===== config.mk =====
export PLATFORM = sky130hd
export DESIGN_NAME = nibble_sum_accumulator
export DESIGN_NICKNAME = d
export VERILOG_FILES = /design/src/rtl/nibble_acc_pkg.sv /design/src/rtl/nibble_acc_datapath.sv /design/src/rtl/nibble_sum_accumulator.sv
export SDC_FILE = /design/constraint.sdc
export NUM_CORES = 1
export LEC_CHECK = 0
export BUFFER_PORTS_ARGS = -buffer_cell sky130_fd_sc_hd__buf_2
export CAP_MARGIN = 15
export CORE_MARGIN = 5
export CORE_UTILIZATION = 53
export DETAILED_ROUTE_END_ITERATION = 12
export PLACE_DENSITY = 0.92
export SYNTH_ARGS = -nofsm -noshare
export SYNTH_HDL_FRONTEND = slang
export SYNTH_HIERARCHICAL = 1
export SYNTH_SLANG_ARGS = --single-unit
export TNS_END_PERCENT = 100

===== constraint.sdc =====
create_clock -name clk -period 4.2 [get_ports clk]
set_input_delay 0.84 -clock clk [delete_from_list [all_inputs] [get_ports clk]]
set_output_delay 0.84 -clock clk [all_outputs]
set_load 0.01 [all_outputs]

===== src/rtl/nibble_acc_pkg.sv =====
`default_nettype none
// +----------------------------------------------------------------------------+
// | nibble_acc_pkg                                                             |
// | Shared types and sizing helpers for the nibble sum accumulator.            |
// | Revision: 1.0                                                              |
// +----------------------------------------------------------------------------+
package nibble_acc_pkg;

  // Adder result term: {carry_out, sum[3:0]}
  localparam int TERM_W = 5;

  typedef enum logic [0:0] {
    ACCUM = 1'b0,
    DONE  = 1'b1
  } state_t;

  // Counter width able to represent 0..frame_len inclusive.
  function automatic int cnt_w(input int frame_len);
    return $clog2(frame_len + 1);
  endfunction

endpackage
`default_nettype wire


===== src/rtl/nibble_acc_datapath.sv =====
`default_nettype none
// +----------------------------------------------------------------------------+
// | nibble_acc_datapath                                                        |
// | Frame accumulator, sticky overflow flag and term counter.                  |
// | Revision: 1.0                                                              |
// +----------------------------------------------------------------------------+
module nibble_acc_datapath
  import nibble_acc_pkg::*;
#(
  parameter int ACC_W = 8,
  parameter int CNT_W = 5
) (
  input  logic              clk,
  input  logic              rst,
  input  logic              load,
  input  logic              clr,
  input  logic [TERM_W-1:0] term,
  output logic [ACC_W-1:0]  acc,
  output logic              ovf,
  output logic [CNT_W-1:0]  count
);

  logic [ACC_W-1:0] r_acc;
  logic             r_ovf;
  logic [CNT_W-1:0] r_count;
  logic [ACC_W:0]   w_sum;

  // One extra bit on the adder exposes the carry-out that feeds the sticky flag.
  assign w_sum = {1'b0, r_acc} + (ACC_W + 1)'(term);

  always_ff @(posedge clk or posedge rst) begin
    if (rst) begin
      r_acc   <= '0;
      r_ovf   <= 1'b0;
      r_count <= '0;
    end else if (clr) begin
      r_acc   <= '0;
      r_ovf   <= 1'b0;
      r_count <= '0;
    end else if (load) begin
      r_acc   <= w_sum[ACC_W-1:0];
      r_ovf   <= r_ovf | w_sum[ACC_W];
      r_count <= r_count + CNT_W'(1);
    end
  end

  assign acc   = r_acc;
  assign ovf   = r_ovf;
  assign count = r_count;

endmodule
`default_nettype wire


===== src/rtl/nibble_sum_accumulator.sv =====
`default_nettype none
// +----------------------------------------------------------------------------+
// | nibble_sum_accumulator                                                     |
// | Sums FRAME_LEN adder results per frame; hands the total out via ready/valid.|
// | Revision: 1.0                                                              |
// +----------------------------------------------------------------------------+
module nibble_sum_accumulator
  import nibble_acc_pkg::*;
#(
  parameter  int ACC_W     = 8,
  parameter  int FRAME_LEN = 16,
  localparam int CNT_W     = cnt_w(FRAME_LEN)
) (
  input  logic             clk,
  input  logic             rst,
  input  logic             clear,
  input  logic             in_valid,
  output logic             in_ready,
  input  logic [3:0]       in_sum,
  input  logic             in_carry,
  output logic             out_valid,
  input  logic             out_ready,
  output logic [ACC_W-1:0] out_acc,
  output logic             out_ovf,
  output logic [CNT_W-1:0] out_count
);

  localparam logic [CNT_W-1:0] C_LAST = CNT_W'(FRAME_LEN - 1);

  state_t r_state;
  state_t w_next_state;
  logic   w_accept;
  logic   w_out_fire;
  logic   w_dp_clr;
  logic   w_last;

  // in_ready / out_valid decode the state register only.
  assign in_ready  = (r_state == ACCUM);
  assign out_valid = (r_state == DONE);

  // clear masks both handshakes so a flush never counts as a transfer.
  assign w_accept   = in_valid & in_ready & ~clear;
  assign w_out_fire = out_valid & out_ready & ~clear;
  assign w_dp_clr   = clear | w_out_fire;
  assign w_last     = (out_count == C_LAST);

  always_ff @(posedge clk or posedge rst) begin
    if (rst) begin
      r_state <= ACCUM;
    end else begin
      r_state <= w_next_state;
    end
  end

  always_comb begin
    w_next_state = r_state;
    if (clear) begin
      w_next_state = ACCUM;
    end else begin
      case (r_state)
        ACCUM: if (w_accept && w_last) w_next_state = DONE;
        DONE:  if (w_out_fire)         w_next_state = ACCUM;
        default: w_next_state = ACCUM;
      endcase
    end
  end

  nibble_acc_datapath #(
    .ACC_W (ACC_W),
    .CNT_W (CNT_W)
  ) u_datapath (
    .clk   (clk),
    .rst   (rst),
    .load  (w_accept),
    .clr   (w_dp_clr),
    .term  ({in_carry, in_sum}),
    .acc   (out_acc),
    .ovf   (out_ovf),
    .count (out_count)
  );

endmodule
`default_nettype wire

==> results.cfg <==
[run_status]
outcome = finished, final reports clean

[timing]
finalSetupTns_ns = 0
rsz0062_at_grt = no
timing.hold.ws_ns = 0.396
min_period_ns = 2.27
maxSlewHeadroom_pct = 65.5
finalHoldViolations = 0
finalMaxSlewViolations = 0
max_freq_mhz = 440
clock_skew_ns = 0.00237
tightest_slew_ns = 0.516
setup_viol = 0
fin_crit_sh_pct = 54.1

[worst_setup_path]
crit_fanout = 3
cp_top_family = adder cells
worstSetupStartpointType = input pin
critPathKind = in -> reg
slowest_delay_ns = 0.41
slowest_stage = fa_1
arrival_ns = 2.44
crit_path_cell_trace = buf_2, ha_1, fa_1, and3_1, o21ai_0, a21oi_1, mux2_2
crit_path_end_kind = register
crit_required_ns = 4.37
crit_buf_inv = 1

[global_route]
grt_use_total_pct = 15.2
first_global_vias = 759
grt_remaining_overflow = 0
antenna_found_initial = 0
grt_start_max_net_pins = 18
grt_pass1_wl_um = 3130

[route]
drc = 0
drt_iter0_markers = 9
wirelength_um = 1840
vias = 749
postRouteAntennaNets = 0
drtPass1Iterations = 4
wire_per_inst_um = 14.1
viasPerCell = 5.72

[logic_synthesis]
synth_cell_type_count = 31
synthCells = 88
seq_area_frac_synth_pct = 43.3
async_flop_share_pct = 100
synth_edf_count = 0
syn-cell-area_sq_um = 867
synthesis.nets = 105
syn_area_per_cell_sq_um = 9.85
synth_seq_cells = 15
synth_warnings = 6
synth_flop_cell = dfrtp_1

[final_layout]
area_delta_synth_final_pct = 19.2
layout_commonest_cell = buf_2
num-nets-final = 133
final_cell_mix = buf_2 (25), dfrtp_1 (15), nor2_1 (14)
antenna_cells = 0
drive_above_1_share_pct = 29.6
utilization_pct = 67.8

[pwr]
power_mw = 0.287
powerDensity_nw_per_um2 = 278
total_leakage_power_nw = 0.535
ir_drop_mv = 0.209

[floorplan]
dieArea_sq_um = 2540
io_pins = 26
fp.dieH_um = 50.4
rows = 14
start_util_pct = 56.9
core_area_sq_um = 1520
fp.dieW_um = 50.4

[cts]
clkTransAtPathRegs_ns = 0.08
cts_resized = 0
worstSkewPairLatency_ns = 0.27
cts_tree = done
cts-root-buf = clkbuf_4
postCtsSetupBuffers = 0
numCtsBuffers = 3
cts_num_sinks = 15
hold_buffers = 0
ctsLongestPathBuffers = 2
htree_levels = 1

[placed_design]
port_buffers = 25
dp_hpwl_um = 1430
place_congestion = 0.862

[run]
cap_viol_max_count = 0

[min_path]
min-delay-path-class = in -> async
## registers in the layout, summed over array words and instances, names as in the netlist
register / count
out_valid: 1
u_datapath/acc: 8
u_datapath/ovf: 1
u_datapath/count: 5
## kinds of logic (layout without fill, tap and decap cells)
kind of cell	after synthesis	after routing	share of synthesized area, %
AO/OA/AOI/OAI	20	20	14.9
XOR/XNOR	5	5	5.05
adder cells (fa/ha/maj)	7	7	11.0
buffers and inverters	7	34	3.17
flip-flops	15	15	43.3
multiplexers	4	4	4.76
AND/OR/NAND/NOR	30	30	17.9
## synthesized netlist by cell type, drive strengths merged (2+ instances only)
library cell  number  share of area [%]
or3                3                2.3
a21oi              6                3.5
ha                 6                8.7
o21ai              4                2.3
nor2              14                6.1
nand3              2                1.2
mux2i              3                3.5
clkbuf             2               0.87
dfrtp             15                 43
xnor2              2                2.0
nand2b             3                3.0
a211oi             3                2.6
nand4              3                2.2
xor2               3                3.0
inv                4                1.7
a21o               2                2.0
nand2              2               0.87
## final cells by class
type	instances	area (sq um)
inverter	4	15.0
tap	16	20.0
timing repair buffer	26	133
fill	121	490
clock buffer	4	26.3
multi-input combinational	66	464
sequential	15	375
## layer usage
metal	share of wire [%]	GRT usage, %	vias to the layer above
met2	52	27.9	23
met1	42	17.8	359
met3	5.4	2.96	0
met4	0	3.83	0
li1	-	-	367
met5	0	0	-
## report_power, final
group | switching (mW) | internal, mW | total (mW)
clock | 0.0432 | 0.0368 | 0.0800
combinational | 0.0300 | 0.0233 | 0.0533
sequential | 0.00489 | 0.149 | 0.154
total | 0.0781 | 0.209 | 0.287
## worst reg2reg max path, delay by kind of cell (launching register included)
kind                       cells  cell delay, ns
muxes                          1            0.27
adders and majority gates      2            0.64
and+or+nand+nor                1            0.17
DFF                            1            0.41
AOI/OAI and AO/OA              2            0.42
## path summary, 6_finish.rpt
kind,startpoint,slack (ns),cells past startpoint,endpoint
worst max-delay path,in_sum[0],1.93,7,u_datapath/acc[6]
worst min-delay path,rst,0.40,2,out_valid
worst max register to register,u_datapath/acc[0],2.18,6,u_datapath/acc[6]
worst min register to register,u_datapath/acc[0],0.56,2,u_datapath/acc[0]
max in group asynchronous,rst,3.26,2,u_datapath/acc[4]
min in group clk,u_datapath/acc[0],0.56,2,u_datapath/acc[0]
## metrics by stage
stage	instance area, sq um	worst slack (ns)	cells
2_1_floorplan	867	1.88	88
3_3_place_gp	1010	1.72	127
3_5_place_dp	1010	1.65	127
4_1_cts	1030	1.95	131
5_1_grt	1030	1.85	131
6_report	1030	1.93	131
(Power assumes the default switching activity.)
